--- config.mk ---
export PLATFORM = sky130hd
export DESIGN_NAME = i2c_target_rx_ctrl
export DESIGN_NICKNAME = d
export VERILOG_FILES = /design/src/rtl/i2c_target_rx_ctrl.sv
export SDC_FILE = /design/constraint.sdc
export NUM_CORES = 1
export LEC_CHECK = 0
export BUFFER_PORTS_ARGS = -buffer_cell sky130_fd_sc_hd__buf_2
export CORE_ASPECT_RATIO = 2
export CORE_MARGIN = 2
export CORE_UTILIZATION = 55
export CTS_CLUSTER_DIAMETER = 200
export DETAILED_ROUTE_END_ITERATION = 8
export GPL_TIMING_DRIVEN = 0
export PLACE_DENSITY = 0.76
export SYNTH_ARGS = -nofsm -noshare
export SYNTH_HDL_FRONTEND = slang
export SYNTH_SLANG_ARGS = --single-unit
--- constraint.sdc ---
create_clock -name clock -period 4 [get_ports clock]
set_input_delay 0 -clock clock [delete_from_list [all_inputs] [get_ports clock]]
set_output_delay 0 -clock clock [all_outputs]
set_load 0.01 [all_outputs]
--- src/rtl/i2c_target_rx_ctrl.sv ---
// i2c_target_rx_ctrl: write-only I2C target receiver; syncs SCL/SDA, detects START/STOP, matches address, ACKs, strobes data bytes.
// Ports: clock, reset_n (async, active-low); scl_in/sda_in raw pad inputs; sda_oe open-drain pull-low enable;
// rx_data/rx_valid received byte and one-cycle strobe; addr_hit from address ACK until STOP/START; busy between START and STOP.
// Optional: define I2C_GLITCH_FILTER_EN to add a 3-sample stability filter after the synchronizers.
module i2c_target_rx_ctrl #(
  parameter logic [6:0] TARGET_ADDR = 7'h42,
  parameter int SYNC_STAGES = 2
) (
  input  logic       clock,
  input  logic       reset_n,
  input  logic       scl_in,
  input  logic       sda_in,
  output logic       sda_oe,
  output logic [7:0] rx_data,
  output logic       rx_valid,
  output logic       addr_hit,
  output logic       busy
);
  typedef enum logic [2:0] {IDLE, ADDR, ADDR_ACK, DATA, DATA_ACK, IGNORE} state_t;
  state_t state, state_n;
  logic [SYNC_STAGES-1:0] scl_sync, sda_sync;
  logic scl_s, sda_s, scl_d, sda_d;
  logic scl_rise, scl_fall, start, stop, match;
  logic [3:0] cnt, cnt_n, cnt_inc;
  logic [7:0] shift, shift_n, rx_data_n;
  logic sda_oe_n, rx_valid_n, addr_hit_n, busy_n;
  always_ff @(posedge clock or negedge reset_n)
    if (!reset_n) begin
      scl_sync <= '1;
      sda_sync <= '1;
    end else begin
      scl_sync <= {scl_sync[SYNC_STAGES-2:0], scl_in};
      sda_sync <= {sda_sync[SYNC_STAGES-2:0], sda_in};
    end
`ifdef I2C_GLITCH_FILTER_EN
  // Window = last two sync stages plus one history flop: three consecutive samples must agree.
  logic scl_h, sda_h, scl_f, sda_f;
  always_ff @(posedge clock or negedge reset_n)
    if (!reset_n) begin
      scl_h <= 1'b1;
      sda_h <= 1'b1;
      scl_f <= 1'b1;
      sda_f <= 1'b1;
    end else begin
      scl_h <= scl_sync[SYNC_STAGES-1];
      sda_h <= sda_sync[SYNC_STAGES-1];
      if (scl_sync[SYNC_STAGES-1] == scl_sync[SYNC_STAGES-2] && scl_sync[SYNC_STAGES-1] == scl_h) scl_f <= scl_h;
      if (sda_sync[SYNC_STAGES-1] == sda_sync[SYNC_STAGES-2] && sda_sync[SYNC_STAGES-1] == sda_h) sda_f <= sda_h;
    end
  assign scl_s = scl_f;
  assign sda_s = sda_f;
`else
  assign scl_s = scl_sync[SYNC_STAGES-1];
  assign sda_s = sda_sync[SYNC_STAGES-1];
`endif
  assign scl_rise = scl_s & ~scl_d;
  assign scl_fall = ~scl_s & scl_d;
  assign start = scl_s & scl_d & sda_d & ~sda_s;
  assign stop = scl_s & scl_d & ~sda_d & sda_s;
  assign match = shift[7:1] == TARGET_ADDR && !shift[0];
  assign cnt_inc = cnt == 4'd8 ? cnt : cnt + 4'd1;
  always_ff @(posedge clock or negedge reset_n)
    if (!reset_n) begin
      scl_d <= 1'b1;
      sda_d <= 1'b1;
      state <= IDLE;
      cnt <= '0;
      shift <= '0;
      rx_data <= '0;
      rx_valid <= 1'b0;
      sda_oe <= 1'b0;
      addr_hit <= 1'b0;
      busy <= 1'b0;
    end else begin
      scl_d <= scl_s;
      sda_d <= sda_s;
      state <= state_n;
      cnt <= cnt_n;
      shift <= shift_n;
      rx_data <= rx_data_n;
      rx_valid <= rx_valid_n;
      sda_oe <= sda_oe_n;
      addr_hit <= addr_hit_n;
      busy <= busy_n;
    end
  // START outranks STOP and SCL edges; the shift register is never cleared, only the count qualifies a byte.
  always_comb begin
    state_n = state;
    cnt_n = cnt;
    shift_n = shift;
    rx_data_n = rx_data;
    rx_valid_n = 1'b0;
    sda_oe_n = sda_oe;
    addr_hit_n = addr_hit;
    busy_n = busy;
    if (start) begin
      state_n = ADDR;
      cnt_n = '0;
      sda_oe_n = 1'b0;
      addr_hit_n = 1'b0;
      busy_n = 1'b1;
    end else if (stop) begin
      state_n = IDLE;
      sda_oe_n = 1'b0;
      addr_hit_n = 1'b0;
      busy_n = 1'b0;
    end else
      case (state)
        ADDR:
          if (scl_rise) begin
            shift_n = {shift[6:0], sda_s};
            cnt_n = cnt_inc;
          end else if (scl_fall && cnt == 4'd8) begin
            state_n = match ? ADDR_ACK : IGNORE;
            sda_oe_n = match;
            addr_hit_n = match;
          end
        DATA:
          if (scl_rise) begin
            shift_n = {shift[6:0], sda_s};
            cnt_n = cnt_inc;
            if (cnt == 4'd7) begin
              rx_data_n = {shift[6:0], sda_s};
              rx_valid_n = 1'b1;
            end
          end else if (scl_fall && cnt == 4'd8) begin
            state_n = DATA_ACK;
            sda_oe_n = 1'b1;
          end
        ADDR_ACK, DATA_ACK:
          if (scl_fall) begin
            state_n = DATA;
            sda_oe_n = 1'b0;
            cnt_n = '0;
          end
        default: ;
      endcase
  end
endmodule

## Word-level counts from Yosys, hierarchy flattened

Cells that the tools add are included.

- Add/subtract/negate cells: 1
- Equal/unequal tests: 17
- Mux-type cells: 33
- Bitwise operators: 13
- Reductions and logical operators: 15

Operators by type and width:

| kind | number |
|---|---|
| $mux 3 | 8 |
| $mux 4 | 5 |
| $ne 4x4->1 const B | 5 |
| $mux 1 | 17 |
| $reduce_and 5->1 | 2 |
| $pmux 3 s3 | 1 |
| $reduce_bool 3->1 | 3 |
| $pmux 4 s2 | 1 |
| $and 1x1->1 | 7 |
| $eq 7x7->1 const B | 1 |
| $eq 3x2->1 const B | 2 |
| $ne 3x1->1 const B | 2 |
| $ne 3x3->1 const B | 2 |
| $not 1->1 | 6 |
| $reduce_and 6->1 | 1 |
| $reduce_bool 5->1 | 1 |
| $add 4x1->4 const B | 1 |
| $eq 4x3->1 const B | 1 |
| $eq 4x4->1 const B | 1 |
| $reduce_and 4->1 | 1 |
| $reduce_or 2->1 | 2 |
| $eq 3x1->1 const B | 1 |
| $eq 3x3->1 const B | 1 |
| $pmux 1 s3 | 1 |
| other kinds (5) | 6 |

- Flip-flop bits (word level): 33
- Input port bits: 4
- Output and inout port bits: 12
- Word-level logic and storage cells: 91

## Depth between registers and ports, before layout

- Word-level depth: 8
- Depth in mapped cells: 7
- Depth with buffers taken out: 7

## Worst setup path after synthesis

OpenSTA, ideal clock, no wires.

- Kind: register -> register
- From: reg scl_sync[1]
- To: reg cnt[2]
- Library setup time: 0.066 ns
- Arrival: 1.562 ns
- Data required time: 3.934 ns
- Setup slack: 2.372 ns
- Cell stages (with the launch flop): 6
- Buffers on the path: 0
- Period minus slack after synthesis: 1.628 ns
- Path through: dfstp_2 > and4bb_1 > a21boi_1 > a21boi_1 > or4b_1 > nand2_1

- Longest elaborated chain between the ends: 5
- Elaborated cells on any way between the ends: 15
- Those cells by class: eq/ne (4); mux (1); bitwise (8); reduce/logical (2)

Ends and longest elaborated chain:

| item | RTL line | source |
|---|---|---|
| from (decl) | 21 | `logic [SYNC_STAGES-1:0] scl_sync, sda_sync;` |
| from (signal assigned) | 32 | `scl_sync <= {scl_sync[SYNC_STAGES-2:0], scl_in};` |
| $and 1x1->1 | 58, 59 |  |
| $and 1x1->1, on equally long branches (2 in a row) | 58, 59 |  |
| $ne 3x3->1 (no source line), or another cell as far along | -- |  |
| $reduce_and 5->1 (no source line) | -- |  |
| to (signal assigned) | 78 | `cnt <= cnt_n;` |
| to (decl) | 24 | `logic [3:0] cnt, cnt_n, cnt_inc;` |

Parallel ways exist; a longest one is shown, timed or not.
A chain may end at the register's enable or synchronous reset.

## Worst setup path after layout

- From: reg cnt[0]
- To: reg state[0]

- Longest elaborated chain between the ends: 4
- Elaborated cells on any way between the ends: 5
- Those cells by class: eq/ne (3); reduce/logical (2)

Ends and longest elaborated chain:

| item | RTL line | source |
|---|---|---|
| $eq 4x4->1 (*) | 113, 126 |  |
| $logic_and 1x1->1 (*) | 113, 126 |  |
| $ne 4x4->1 (no source line) | -- |  |
| $reduce_and 6->1 (no source line) (*) | -- |  |
| to (signal assigned) | 77 | `state <= state_n;` |
| to (decl) | 20 | `state_t state, state_n;` |

Mark *: on every way between the ends. The rest lies on a longest branch, timed or not.

==> impl.org <==
** Worst setup path
- CP Launch Type :: flop
- CP endpoint kind :: flop
- The critical path is of the flop to flop type.
- Worst endpoint required time :: 4170 ps
- Data arrival at the endpoint of the critical path :: 2000 ps
- Maximum fanout count along the critical path :: 7

** Detailed routing
- For this block, the initial DRC count from the detailed router was 20.
- DRC errors left :: 0
- DR pass1 iterations :: 4
- Vias/cell :: approximately 5.9
- Post-detailed-route count of antenna-violating nets :: 0
- Summed over all layers, the routed wires come to 2620 µm.
- The detailed router placed 1009 vias in this run.
- Routed wirelength normalized by instance count :: around 15 µm

** STA
- Setup violations remaining at the end of the flow were counted as 0.
- The hold violation total from the final report was 0.
- The number of max-slew violations in the final report is 0.
- Hold is met by 290 ps.
- The worst path needs 1830 ps of the cycle, external delays included.
- Worst-margin pin slew :: around 700 ps
- F_max :: 545 MHz
- Relative slew slack :: 0.538
- Total Negative Setup Slacks :: 0 ps
- In the finished design, the share of the clock period the worst path needs comes to 0.459.
- For the final database, setup skew stands at around 6.6 ps.
- Setup repair after global routing missed its margin :: no

** Logic synthesis
- Number of warnings issued by yosys :: 0
- For this run, asynchronously set or reset flops after synthesis account for 1.00.
- Number of synthesized flops with an enable pin :: 0
- After synthesis, the mean cell area works out to 12.5 µm².
- Synthesis produced 116 cells.
- Flop and latch count out of synthesis :: 33
- Share of synthesized area occupied by flip-flops and latches :: 0.576
- After synthesis the cells add up to approximately 1400 µm².
- Distinct cell type count of the synthesized netlist :: 35
- Primary flip-flop cell chosen by synthesis mapping :: sky130_fd_sc_hd__dfrtp_1
- When the netlist entered floorplanning its net count stood at 122.

** Final layout
- Inserted Diodes :: 0
- The layout has about 200 filler cells.
- After the last flow step, the layout net total stands at 147.
- Fraction of layout instances using a drive strength above 1 :: 0.338
- Excluding fillers, the count of instances in the completed layout stands at 170.
- The area growth from synthesis to layout is 15.9%.

** Floorplanning
- Number of top-level design ports :: 16
- Starting utilization of the core area :: 0.570
- The die is about 40 µm wide.
- Core Footprint :: about 2500 µm²
- Row generation in the floorplan step produced 26 rows.
- Die Outline Area :: 3080 µm²
- In this run the vertical extent of the chip is 76.5 µm.

** Clock tree
- Total CTS buffers :: 5
- Worst-case clock buffer depth :: 2
- The tree is rooted in a sky130_fd_sc_hd__clkbuf_8.
- TritonCTS built the clock tree.
- In this run the number of H-tree levels came out at 2.
- The tree built by TritonCTS fans out to 33 sinks.
- Clock Pin Slew Worst Setup and Hold Paths :: 60 ps
- For the worst-skew pair, the clock arrives at the later sink with an insertion delay of 280 ps.
- The number of setup buffers added after CTS is 0.
- In this run, post-CTS repair resized a total of 0 instances.

** Placement
- At the end of routability-driven placement, the weighted congestion stood at 0.775.
- The wire-length estimate of the detail-placed layout is 1870 µm.
- During placement, the flow inserted port buffers numbering 15.
- After detailed placement, the design holds a cell count of 159.

** Global routing
- Vias in the first global route :: just over 1000
- First-pass GRT wire length :: around 4300 µm
- Antenna violations before repair :: 0
- Entering global routing, the biggest net connects 34 pins.
- Leftover overflow at the end of global routing :: 0
- Across every metal layer, demand over resource in global routing totals 0.204.

** Job
- Max-cap violations :: 0

** Pwr
- Peak VDD IR :: 354 µV
- Leakage dissipation :: 0.811 nW
- Power spread over the standard cell area amounts to 576 nW/µm².

** Run status
- The run finished with clean final reports.

** Worst hold path
- Worst min path class :: input pin to asynchronous set/reset pin
power by group:
group	switching, mW	internal [mW]	leakage, nW
sequential	0.0802	0.410	0.418
clock	0.112	0.140	0.0455
combinational	0.113	0.111	0.348
worst paths after layout:
check	from	endpoint	slack [ps]	depth (start not counted)
min reg2reg	scl_sync[0]	scl_sync[1]	350	0
min in group clock	scl_sync[0]	scl_sync[1]	350	0
max in group asynchronous	reset_n	rx_data[3]	3260	2
max reg2reg	cnt[0]	state[0]	2170	6
min	reset_n	state[0]	290	2
max	cnt[0]	state[0]	2170	6
routing by layer:
layer / share of wire / vias up / track usage
met5: 0 / - / 0
met1: 0.38 / 509 / 0.193
met2: 0.55 / 22 / 0.340
met3: 0.030 / 9 / 0.0641
met4: 0.036 / 0 / 0.130
li1: - / 469 / -
repair_timing:
| item | CTS | global route |
|---|---|---|
| endpoints found under the hold margin | 29 | 0 |
| endpoints found under the setup margin | 0 | 0 |
| hold buffers | 3 | 0 |
cells in the mapped netlist (all sizes together) (2+ instances only):
master | number | area (µm²)
nand2b | 4 | 25.0
o21ai | 7 | 35.0
buf | 2 | 12.5
nand3 | 2 | 10.0
nor3 | 3 | 15.0
a31oi | 2 | 12.5
nand4b | 3 | 26.3
ha | 2 | 25.0
mux2 | 17 | 191
nor2 | 6 | 22.5
nand2 | 9 | 33.8
a21boi | 2 | 15.0
inv | 4 | 15.0
nor4b | 2 | 17.5
nor4 | 2 | 27.5
dfstp | 6 | 158
dfrtp | 27 | 676
stage by stage:
stage / utilization / instance area (µm²) / total power, mW / setup slack [ps]
6_report: 0.661 / 1680 / 0.967 / 2170
5_1_grt: 0.661 / 1680 / 1.02 / 2060
4_1_cts: 0.661 / 1680 / 0.973 / 2150
3_5_place_dp: 0.613 / 1560 / 0.718 / 2170
3_3_place_gp: 0.613 / 1560 / 0.699 / 2210
2_1_floorplan: - / 1450 / 0.645 / 2370
sequential cells by signal, indices dropped and copies added, names as in the netlist, 2 cells and up:
| name | count |
|---|---|
| cnt | 4 |
| rx_data | 8 |
| scl_sync | 2 |
| sda_sync | 2 |
| shift | 8 |
| state | 3 |
placed cells by master, fill, tap and decap left out, types with 3 or more instances in the layout:
cell type	synthesis	routed
sky130_fd_sc_hd__buf_2	1	16
sky130_fd_sc_hd__clkbuf_1	1	3
sky130_fd_sc_hd__clkbuf_8	0	6
sky130_fd_sc_hd__dfrtp_1	27	27
sky130_fd_sc_hd__dfstp_2	6	6
sky130_fd_sc_hd__dlygate4sd3_1	0	3
sky130_fd_sc_hd__inv_1	4	4
sky130_fd_sc_hd__mux2_2	17	17
sky130_fd_sc_hd__nand2_1	9	9
sky130_fd_sc_hd__nand2b_1	4	4
sky130_fd_sc_hd__nand4b_1	3	3
sky130_fd_sc_hd__nor2_1	6	6
sky130_fd_sc_hd__nor3_1	3	3
sky130_fd_sc_hd__o21ai_0	7	7
worst max-delay path, cell delays in order, from the launching register on:
cell and delay, ps:
sky130_fd_sc_hd__dfrtp_1 420, sky130_fd_sc_hd__inv_1 80, sky130_fd_sc_hd__ha_1 200, sky130_fd_sc_hd__nand3b_1 200, sky130_fd_sc_hd__o22ai_1 140, sky130_fd_sc_hd__a21oi_2 310
sky130_fd_sc_hd__mux2_2 370
final cells by class:
class | instances | area (µm²) | share of cell area
flip-flops and latches | 33 | 833 | 0.497
multi-input cells | 76 | 582 | 0.347
repair buffers | 18 | 105 | 0.0627
clock buffers | 8 | 90.1 | 0.0537
well taps | 28 | 35.0 | 0.0209
plain buffers | 3 | 16.3 | 0.00970
inverters | 4 | 15.0 | 0.00896
logic make-up after synthesis:
| logic type | after synthesis | synth area share |
|---|---|---|
| muxes | 18 | 0.139 |
| adders and majority gates | 2 | 0.0173 |
| AOI/OAI and AO/OA | 17 | 0.0770 |
| DFF | 33 | 0.576 |
| and+or+nand+nor | 37 | 0.157 |
| xor gates and xnor gates | 2 | 0.0121 |
| buffers and inverters | 7 | 0.0216 |
Power figures use the tool's default switching activity.
